File: src/rtl/seg7_capture_if.sv
// Drain port of seg7_capture: FWFT head entry presented with a valid/ready handshake.
interface seg7_capture_if;
    logic       out_valid;
    logic       out_ready;
    logic [3:0] out_digit;
    logic       out_invalid;

    modport master (output out_valid, output out_digit, output out_invalid, input out_ready);
    modport slave  (input out_valid, input out_digit, input out_invalid, output out_ready);
endinterface

File: src/rtl/seg7_capture.sv
// Seven-segment loopback monitor: stability filter, hex decode of each newly
// settled pattern, and a small FWFT event FIFO drained over a valid/ready port.
module seg7_capture #(
    parameter int STABLE_CYCLES = 4,
    parameter int DEPTH         = 4
) (
    input  logic                  clk,
    input  logic                  rst_n,
    input  logic                  ena,
    input  logic [6:0]            seg_in,
    output logic                  overflow,
    seg7_capture_if.master        bus
);
    localparam int CW = $clog2(STABLE_CYCLES + 1);
    localparam int AW = $clog2(DEPTH);

    logic [6:0]    cand, last;
    logic [CW-1:0] cnt;
    logic          accept;

    logic [4:0]    mem [DEPTH];
    logic [AW:0]   wptr, rptr;
    logic          empty, full, pop, push_ok;
    logic [4:0]    entry;

    // Returns {invalid, digit}; unknown patterns (blank included) decode to {1, 0}.
    function automatic logic [4:0] decode(input logic [6:0] p);
        case (p)
            7'h3F: decode = 5'h00;  7'h06: decode = 5'h01;
            7'h5B: decode = 5'h02;  7'h4F: decode = 5'h03;
            7'h66: decode = 5'h04;  7'h6D: decode = 5'h05;
            7'h7D: decode = 5'h06;  7'h07: decode = 5'h07;
            7'h7F: decode = 5'h08;  7'h6F: decode = 5'h09;
            7'h77: decode = 5'h0A;  7'h7C: decode = 5'h0B;
            7'h39: decode = 5'h0C;  7'h5E: decode = 5'h0D;
            7'h79: decode = 5'h0E;  7'h71: decode = 5'h0F;
            default: decode = 5'h10;
        endcase
    endfunction

    // Accept fires on the edge that brings cnt to STABLE_CYCLES, so a held pattern reports once.
    assign accept = ena && (seg_in == cand) && (cnt == CW'(STABLE_CYCLES - 1)) && (cand != last);
    assign entry  = decode(cand);

    always_ff @(posedge clk or negedge rst_n) begin
        if (!rst_n) begin
            cand <= '0;
            cnt  <= '0;
            last <= '0;
        end else if (ena) begin
            if (seg_in != cand) begin
                cand <= seg_in;
                cnt  <= CW'(1);
            end else if (cnt < CW'(STABLE_CYCLES)) begin
                cnt <= cnt + CW'(1);
            end
            if (accept) last <= cand;
        end
    end

    assign empty   = (wptr == rptr);
    assign full    = (wptr[AW] != rptr[AW]) && (wptr[AW-1:0] == rptr[AW-1:0]);
    assign pop     = !empty && bus.out_ready;
    // A simultaneous pop frees the slot, so a push into a full FIFO still lands.
    assign push_ok = accept && (!full || pop);

    always_ff @(posedge clk) begin
        if (push_ok) mem[wptr[AW-1:0]] <= entry;
    end

    always_ff @(posedge clk or negedge rst_n) begin
        if (!rst_n) begin
            wptr     <= '0;
            rptr     <= '0;
            overflow <= 1'b0;
        end else begin
            if (push_ok) wptr <= wptr + 1'b1;
            if (pop)     rptr <= rptr + 1'b1;
            if (accept && full && !pop) overflow <= 1'b1;
        end
    end

    assign bus.out_valid = !empty;
    assign {bus.out_invalid, bus.out_digit} = empty ? 5'd0 : mem[rptr[AW-1:0]];
endmodule

File: src/flat_wrapper.sv
// flat-port wrapper written by rule: the top's interface ports become plain ports
module seg7_capture_flat 
#(
    parameter int STABLE_CYCLES = 4,
    parameter int DEPTH         = 4
)
  (clk, rst_n, ena, seg_in, overflow, bus_out_valid, bus_out_digit, bus_out_invalid, bus_out_ready);
  seg7_capture_if bus_i ();
  input  logic clk;
  input  logic rst_n;
  input  logic ena;
  input  logic [6:0] seg_in;
  output logic overflow;
  output wire logic [$bits(bus_i.out_valid)-1:0] bus_out_valid;
  output wire logic [$bits(bus_i.out_digit)-1:0] bus_out_digit;
  output wire logic [$bits(bus_i.out_invalid)-1:0] bus_out_invalid;
  input wire logic [$bits(bus_i.out_ready)-1:0] bus_out_ready;
  assign bus_out_valid = bus_i.out_valid;
  assign bus_out_digit = bus_i.out_digit;
  assign bus_out_invalid = bus_i.out_invalid;
  assign bus_i.out_ready = bus_out_ready;
  seg7_capture #(.STABLE_CYCLES(STABLE_CYCLES), .DEPTH(DEPTH)) u_core (.clk(clk), .rst_n(rst_n), .ena(ena), .seg_in(seg_in), .overflow(overflow), .bus(bus_i));
endmodule
File: config.mk
export PLATFORM = sky130hd
export DESIGN_NAME = seg7_capture_flat
export DESIGN_NICKNAME = d
export VERILOG_FILES = /design/src/rtl/seg7_capture_if.sv /design/src/rtl/seg7_capture.sv /design/src/flat_wrapper.sv
export SDC_FILE = /design/constraint.sdc
export NUM_CORES = 1
export LEC_CHECK = 0
export BUFFER_PORTS_ARGS = -buffer_cell sky130_fd_sc_hd__buf_2
export CORE_ASPECT_RATIO = 1.75
export CORE_MARGIN = 2
export CORE_UTILIZATION = 44
export CTS_BUF_LIST = sky130_fd_sc_hd__clkbuf_2 sky130_fd_sc_hd__clkbuf_4 sky130_fd_sc_hd__clkbuf_8
export CTS_CLUSTER_DIAMETER = 40
export CTS_CLUSTER_SIZE = 14
export DETAILED_ROUTE_END_ITERATION = 7
export SLEW_MARGIN = 20
export SYNTH_ARGS = -nofsm -noshare
export SYNTH_HDL_FRONTEND = slang
export SYNTH_SLANG_ARGS = --single-unit
File: constraint.sdc
create_clock -name clk -period 1.68 [get_ports clk]
set_input_delay 0.168 -clock clk [delete_from_list [all_inputs] [get_ports clk]]
set_output_delay 0.168 -clock clk [all_outputs]
set_load 0.05 [all_outputs]
==> Word level (Yosys, flattened, before mapping) <==
Memory sizes are Yosys's and may differ from the RTL's.
Index checks and enable logic that the tools add are counted.
{ "word_totals": {"register_bits": 24, "latchBits": 0, "ram_bits": 20, "mem_bits_ro": 0, "input_bits": 11, "out_inout_bits": 7, "word_cells": 56, "n_memories": 1} }
{ "classes": {"add_sub_neg": 3, "mul": 0, "div": 0, "order_cmp": 1, "n_eq_ne": 23, "shift": 0, "mux": 6, "bitwise_logic": 0, "n_reduce_logical": 16} }
{ "memory_table": {"columns": ["memory", "depth", "width", "rd", "rd_clocked_by_memory_dff", "write_ports", "line_no", "text"], "rows": [
  ["u_core.mem", 4, 5, 1, 0, 1, "seg7_capture.sv:21", "logic [4:0] mem [DEPTH];"]
]} }
{ "ops": {"columns": ["operator", "n"], "rows": [
  ["7-bit equality test (second input constant)", 12],
  ["5-bit one-hot mux with 16 select lines", 1],
  ["7-bit by 3-bit equality test with 1-bit output (second input constant)", 2],
  ["7-bit by 6-bit equality test with 1-bit output (second input constant)", 2],
  ["7-bit != test", 2],
  ["3-bit by 1-bit adder with 3-bit output (second input constant)", 3],
  ["1-bit logical AND", 8],
  ["7-bit equality test", 1],
  ["3-bit two-way mux", 2],
  ["2-bit AND reduction", 3],
  ["5-bit two-way mux", 1],
  ["3-bit by 2-bit equality test with 1-bit output (second input constant)", 1],
  ["3-bit equality test", 1],
  ["1-bit logical NOT", 3],
  ["3-bit less-than comparator (second input constant)", 1],
  ["2-bit equality test", 1],
  ["1-bit two-way mux", 2],
  ["2-bit nonzero test", 1],
  ["1-bit logical OR", 1],
  ["1-bit != test", 1]
]} }

==> Longest topological paths before layout <==
Gate-level depths: netlist (run 1).
{ "logic_depth": {"word_depth": 7, "depth_mapped": 7, "ltp_nobuf": 7} }

==> Least setup slack after synthesis (run 1) <==
OpenSTA, ideal clock, no wires.
{ "synth_path": {"path_type": "reg-to-reg", "from": "register u_core.rptr[0]", "to": "register u_core.rptr[1]", "setup_time_ns": 0.125, "arrival_time_ns": 1.874, "required_ns": 1.555, "path_slack_ns": -0.318, "path_stages_with_launch": 6, "n_path_buf": 1, "period_less_slack_ns": 1.998, "path_cell_list": "dfrtp_1 buf_2 xnor2_1 nand3_1 nand2_1 mux2_2"} }
{ "synth_via": {"elab_chain_len": 3} }
{ "synth_rtl": {"columns": ["element", "line_no", "text"], "rows": [
  ["from (decl)", "seg7_capture.sv:22", "logic [AW:0] wptr, rptr;"],
  ["from (signal assigned)", "seg7_capture.sv:78", "if (pop) rptr <= rptr + 1'b1;"],
  ["3-bit equality test", "seg7_capture.sv:61", "assign empty = (wptr == rptr);"],
  ["1-bit logical NOT", null, null],
  ["net bus_out_valid", "flat_wrapper.sv:14", "output wire logic [$bits(bus_i.out_valid)-1:0] bus_out_valid;"],
  ["1-bit logical AND", "seg7_capture.sv:63", "assign pop = !empty && bus.out_ready;"]
]} }
The timed path passes the listed nets, and every way through them passes these cells.
A chain may end at the register's enable or synchronous reset.

==> Final worst setup path (run 1) <==
{ "layout_path": {"from": "register u_core.cand[5]", "to": "memory u_core.mem[0][2] (enable)"} }
{ "layout_via": {"elab_chain_len": 7} }
{ "layout_rtl": {"columns": ["element", "line_no", "text"], "rows": [
  ["from (decl)", "seg7_capture.sv:17", "logic [6:0] cand, last;"],
  ["from (signal assigned)", "seg7_capture.sv:52", "cand <= seg_in;"],
  ["7-bit equality test", "seg7_capture.sv:42", "assign accept = ena && (seg_in == cand) && (cnt == CW'(STABLE_CYCLES - 1)) && (cand != last);"],
  ["1-bit logical AND (2 in a row)", "seg7_capture.sv:42", null],
  ["1-bit logical AND *", "seg7_capture.sv:42", null],
  ["1-bit logical AND *", "seg7_capture.sv:65", "assign push_ok = accept && (!full || pop);"],
  ["1-bit two-way mux *", "seg7_capture.sv:68", "if (push_ok) mem[wptr[AW-1:0]] <= entry;"],
  ["1-bit two-way mux (implied by the code) *", "seg7_capture.sv:68", null],
  ["to (decl)", "seg7_capture.sv:21", null]
]} }
Mark *: on every way between the ends. The rest lies on a longest branch, timed or not.

==> results of run 1 <==
==> per-layer routing <==
metal | vias to the layer above | routed length (µm) | GRT usage | share of wire
li1 | 799 | - | - | -
met1 | 827 | 1660 | 0.170 | 0.33
met3 | 13 | 156 | 0.0347 | 0.031
met4 | 0 | 160 | 0.0962 | 0.031
met2 | 47 | 3120 | 0.364 | 0.61
met5 | - | 0 | 0 | 0
==> through the flow <==
step / hold WS [ps] / power (µW) / TNS [ps]
final: 131 / 3710 / -3930
after floorplan: -128 / 2170 / -2290
after detailed placement: 194 / 2530 / -4350
after CTS: 118 / 3720 / -4640
after global placement: 188 / 2490 / -3120
after global routing: 127 / 3880 / -7840
==> what timing repair did <==
item	CTS	global route
setup endpoints to repair	51	58
hold endpoints to repair	24	0
cloned	0	0
pin swaps	15	7
hold buffers	1	0
resized for setup	50	8
setup buffers	13	5
==> layout make-up <==
class | instances | area, µm²
Multi-Input combinational cell | 129 | 1270
Sequential cell | 44 | 1210
Tap cell | 55 | 68.8
Clock inverter | 2 | 35.0
Fill cell | 398 | 1970
Timing Repair Buffer | 66 | 567
Inverter | 5 | 18.8
Clock buffer | 6 | 76.3
==> cell usage in the layout (no fill, tap or decap), types with 4 or more instances in the layout <==
| cell | instances |
|---|---|
| a21oi_1 | 4 |
| and2_4 | 9 |
| xnor2_1 | 9 |
| nand3_1 | 4 |
| ha_1 | 7 |
| xor2_1 | 8 |
| dfrtp_1 | 20 |
| buf_2 | 11 |
| buf_6 | 9 |
| edfxtp_1 | 20 |
| clkbuf_8 | 5 |
| dfrtp_2 | 4 |
| mux4_2 | 5 |
| nor2_1 | 4 |
| xor2_2 | 4 |
| nand2_1 | 12 |
| mux2_2 | 7 |
| inv_1 | 5 |
| buf_4 | 38 |
| buf_8 | 5 |
| mux2_4 | 8 |
==> flip-flops by register name, summed over array words and instances, names as in the netlist <==
register,cells
u_core.cand,7
u_core.wptr,3
u_core.cnt,3
u_core.mem,20
u_core.rptr,3
u_core.overflow,1
u_core.last,7
==> cell families (layout without fill, tap and decap cells) <==
family | after synthesis | count (layout) | synth area share
flops | 44 | 44 | 0.508
compound gates | 21 | 21 | 0.0566
xor+xnor | 22 | 22 | 0.0815
simple gates | 57 | 57 | 0.151
buf+inv | 19 | 79 | 0.0365
mux | 22 | 22 | 0.129
fa+ha+maj | 7 | 7 | 0.0371
==> power breakdown <==
group	total [µW]	switching [µW]	internal [µW]
Sequential	1250	56.8	1190
Combinational	1650	826	822
Clock	815	358	458
Total	3710	1240	2470
==> worst max-delay path, stage by stage (launching register included) <==
cell     delay [ps]
dfrtp_2         450
xor2_2          160
nor4_2          300
nand2_2         120
nor3_4          260
and2_4          240
==> worst min path at each step <==
stage / startpoint / to / slack (ps) / cells past startpoint
3_3_place_gp: rst_n / u_core.rptr[0] / 190 / 1
5_1_grt: seg_in[3] / u_core.cand[3] / 130 / 2
3_5_place_dp: rst_n / u_core.rptr[0] / 190 / 1
6_report: seg_in[6] / u_core.cand[6] / 130 / 2
4_1_cts: seg_in[2] / u_core.cand[2] / 120 / 3
2_1_floorplan: rst_n / u_core.cand[0] / -130 / 0
==> flow_summary_export.csv, run 1 <==
group,metric,value,unit
run_status,status,"finished, violations left",
run_status,violations,"negative setup slack",
placed_design,dp.cells,284,
logic_synthesis,synth_edf_count,20,
clocking,clock-sinks,44,
global_route,grt_first_pass_wirelength,8440,µm
placed_design,post-place-ws,-158,ps
die,coreArea,5210,µm²
sta,slew_headroom,0.626,
clocking,clock_tree.root_cell,"clkbuf_8",
setup_path,worst_r2r_startpoint,"u_core.cand[5]",
global_route,grt_pass1_vias,1966,
sta,worst_pin_slew,561,ps
sta,report.final.slew_viol_count,0,
detailed_routing,drt-initial-drc-count,25,
die,die_x,59.4,µm
logic_synthesis,yosysTopAreaCellShare,0.254,
sta,rsz0062_at_grt,"yes",
logic_synthesis,yosysMostFrequentCell,"dfrtp_1",
logic_synthesis,syn_area,2360,µm²
clocking,tritoncts,"done",
cells_and_area,nNetsFinal,269,
global_route,antenna_found_initial,0,
sta,setup-violations-final,37,
job,maxCapViolCount,0,
logic_synthesis,synthTopCellsByArea,"dfrtp_1 25%, edfxtp_1 25%, mux2_2 6.7%",
sta,hold_viol_final,0,
die,die-area,6000,µm²
cells_and_area,drive_gt1_frac,0.524,
global_route,grt_usage,0.187,
logic_synthesis,synth_top_area_cell,"dfrtp_1",
detailed_routing,drc,0,
power_and_ir_drop,power_density,1140,nW/µm²
cells_and_area,num_antenna_cells,0,
logic_synthesis,synthTopCellsByCount,"24 x dfrtp_1, 20 x edfxtp_1, 15 x nand2_1",
clocking,cts_buffers,5,
cells_and_area,syn2layout_area_growth,37.2,%
setup_path,end_kind,"register",
global_route,grt_max_degree,25,
logic_synthesis,yosysWarnings,0,
sta,fmax,546,MHz
setup_path,crit_type,"reg2reg",
logic_synthesis,syn_nets,210,
cells_and_area,final_cells,307,
setup_path,rr_worst_depth,5,
setup_path,crit_start,"u_core.cand[5]",
power_and_ir_drop,leakage,0.00138,µW
logic_synthesis,ys_seq_area_frac,0.508,
clocking,worstSkewPairLatency,290,ps
clocking,cts.clk_slew.worst_paths,80,ps
logic_synthesis,ys.flop_type,"dfrtp_1",
clocking,cts_buffer_depth,2,
setup_path,rrSetupSlack,-150,ps
sta,post-route-period-util,1.09,
setup_path,cp-start-kind,"register",
sta,fin_crit,1830,ps
power_and_ir_drop,peakVddDrop,0.635,mV
die,ios,18,
detailed_routing,via_count,1686,
logic_synthesis,async_flop_share,0.545,
setup_path,required,1690,ps
setup_path,rr_endpoint,"u_core.mem[0][2]",
detailed_routing,dr.pass1.iters,4,
sta,setup_slack,-151,ps
placed_design,dpl-instance-area,2800,µm²
detailed_routing,drt-total-wl,5100,µm
placed_design,placement.io_buffers,17,
die,start_util,0.454,
detailed_routing,post_drt_via_cell_ratio,5.49,
placed_design,place_hpwl,3530,µm
cells_and_area,final_util,0.622,
die,fp-row-count,35,
logic_synthesis,netlist_instances,192,
global_route,grt-ovfl-total,0,
logic_synthesis,ys_seq_elements,44,
logic_synthesis,avgSynthCellArea,12.3,µm²
worst_hold_path,hold_path_class,"in2reg",
setup_path,worstSetupEndpoint,"u_core.mem[0][2]",
die,dieHeight,101,µm
setup_path,cp_data_arrival_time,1840,ps
detailed_routing,wl_per_cell,16.6,µm
placed_design,gp_congestion,0.814,
detailed_routing,antenna_left,0,
logic_synthesis,synth.distinct_cells,46,
sta,fin_skew,8.72,ps
setup_path,crit_fanout,6,
clocking,htreeDepth,2,
cells_and_area,design_area,3240,µm²
Note: power is estimated with default switching activity, not from simulation.
==> run 2, diff against run 1 <==
Settings changed: SETUP_SLACK_MARGIN from default to 0.15.
==> run 2 against run 1 <==
The flow still finishes with violations (negative setup slack). Cell count grew 4.9%. Non-clock buffer count grew 15. Total power increased by 4.8%. Combinational power rose by 12%. Wire length rose by 12%. Cell area rose by 10%. Utilization up 6.2 points. Die area did not move. Critical path type unchanged.
==> flow_summary_export.csv, run 2 (same netlist as run 1, synthesis figures left out) <==
group,metric,value,unit
cells_and_area,num_antenna_cells,0,
placed_design,dp.cells,288,
power_and_ir_drop,power_density,1090,nW/µm²
cells_and_area,nNetsFinal,284,
clocking,tritoncts,"done",
power_and_ir_drop,p_comb_frac,0.475,
cells_and_area,largest_reg_flops,20,
global_route,antenna_found_initial,0,
placed_design,gp_congestion,0.828,
detailed_routing,drt-initial-drc-count,41,
sta,worst_pin_slew,558,ps
power_and_ir_drop,peakVddDrop,0.613,mV
job,maxCapViolCount,0,
setup_path,end_kind,"register",
power_and_ir_drop,seq_power_share,0.320,
detailed_routing,via_count,1755,
setup_path,crit_fanout,6,
sta,setup-violations-final,43,
die,die-area,6000,µm²
setup_path,cp-start-kind,"register",
cells_and_area,drive_gt1_frac,0.629,
clocking,htreeDepth,2,
run_status,violations,"negative setup slack",
detailed_routing,wl_per_cell,17.7,µm
cells_and_area,final_cells,322,
die,fp-row-count,35,
sta,fin_hold_ws,112,ps
sta,setup_slack,-154,ps
setup_path,cp_top_family,"simple AND/OR/NAND/NOR gates",
global_route,grt_max_degree,25,
die,die_x,59.4,µm
global_route,grt_first_pass_wirelength,8810,µm
clocking,cts_buffer_depth,2,
setup_path,critical_path.max_stage_delay,420,ps
sta,fin_crit,1830,ps
clocking,worstSkewPairLatency,300,ps
sta,fin_skew,7.40,ps
sta,hold_viol_final,0,
power_and_ir_drop,sw_frac_of_total,0.339,
sta,slew_headroom,0.628,
clocking,cts_buffers,5,
detailed_routing,drt-total-wl,5700,µm
cells_and_area,syn2layout_area_growth,50.9,%
cells_and_area,layout_common_cells,"35 x buf_4, 23 x buf_6, 22 x dfrtp_1, 20 x edfxtp_1, 11 x buf_2",
global_route,grt_pass1_vias,1901,
setup_path,cp_data_arrival_time,1850,ps
power_and_ir_drop,p_int,2570,µW
setup_path,critPathBufInv,0,
setup_path,required,1690,ps
power_and_ir_drop,leakage,0.00150,µW
die,ios,18,
setup_path,crit_type,"reg2reg",
placed_design,post-place-ws,-185,ps
detailed_routing,met1_length,1840,µm
global_route,grt-ovfl-total,0,
setup_path,path_cells,"xor2_2, nor4_4, nand2_2, nor3_4, and2_4",
detailed_routing,dr.pass1.iters,4,
clocking,clock-sinks,44,
worst_hold_path,hold_path_class,"in2reg",
detailed_routing,met2_length,3490,µm
detailed_routing,post_drt_via_cell_ratio,5.45,
detailed_routing,wl_met3,170,µm
sta,rsz0062_at_grt,"yes",
clocking,cts.clk_slew.worst_paths,80,ps
cells_and_area,layout_commonest_cell,"buf_4",
setup_path,critPathSlowestCell,"dfrtp_1",
sta,fmax,545,MHz
cells_and_area,final_util,0.684,
clocking,clock_tree.root_cell,"clkbuf_8",
detailed_routing,highest-signal-layer,"met4",
placed_design,place_hpwl,3780,µm
power_and_ir_drop,clockPowerShare,0.205,
cells_and_area,nFillCells,341,
die,dieHeight,101,µm
die,coreArea,5210,µm²
sta,report.final.slew_viol_count,0,
global_route,grt_usage,0.203,
detailed_routing,antenna_left,0,
die,start_util,0.454,
placed_design,placement.io_buffers,17,
detailed_routing,drc,0,
sta,setup_tns,-4830,ps
power_and_ir_drop,p_sw,1320,µW
sta,post-route-period-util,1.09,
setup_path,rrSetupSlack,-150,ps
run_status,status,"finished, violations left",
run 2: path summary, 6_finish.rpt:
kind	startpoint	endpoint	cells past startpoint
max in group asynchronous	rst_n	u_core.cand[5]	2
min in group asynchronous	rst_n	u_core.rptr[0]	2
hold / removal	seg_in[2]	u_core.cand[2]	3
setup reg to reg	u_core.cand[3]	u_core.mem[0][1]	5
setup / recovery	u_core.cand[3]	u_core.mem[0][1]	5
hold reg to reg	u_core.overflow	u_core.overflow	1
run 2: stage by stage:
step | power (µW) | cell area (µm²)
2_1_floorplan | 2180 | 2480
3_3_place_gp | 2540 | 2850
3_5_place_dp | 2570 | 2850
4_1_cts | 3780 | 3420
5_1_grt | 4080 | 3570
6_report | 3890 | 3570
run 2: final cells by class:
type / instances / area (µm²) / share of cell area
clock inverter: 3 / 42.5 / 0.0119
tap: 55 / 68.8 / 0.0193
clock buffer: 5 / 68.8 / 0.0193
inverter: 5 / 18.8 / 0.00526
timing repair buffer: 81 / 767 / 0.215
multi-input combinational: 129 / 1400 / 0.392
sequential: 44 / 1200 / 0.338
run 2: power groups by stage:
stage | registers, µW | logic, µW | clock network (µW)
finish | 1240 | 1850 | 798
global route | 1250 | 1960 | 862
CTS | 1240 | 1720 | 817
detailed placement | 1260 | 1310 | 0
global placement | 1260 | 1280 | 0
floorplan | 1240 | 936 | 0
run 2: per-layer routing:
metal  up-vias  global-route usage
li1        828                   -
met1       863               0.180
met2        51               0.405
met3        13              0.0282
met4         0               0.107
met5         -                   0
run 2: what timing repair did:
| item | CTS | global route |
|---|---|---|
| endpoints found under the setup margin | 60 | 60 |
| pin swaps | 26 | 19 |
| hold endpoints to repair | 24 | 0 |
| resized for setup | 73 | 27 |
| hold buffers | 1 | 0 |
| buffers inserted | 21 | 5 |
run 2: worst reg2reg max path: cells and delay by family, from the launching register on:
kind / cells / cell delay [ps]
flip-flops: 1 / 420
AND/OR/NAND/NOR: 4 / 960
XOR/XNOR: 1 / 180
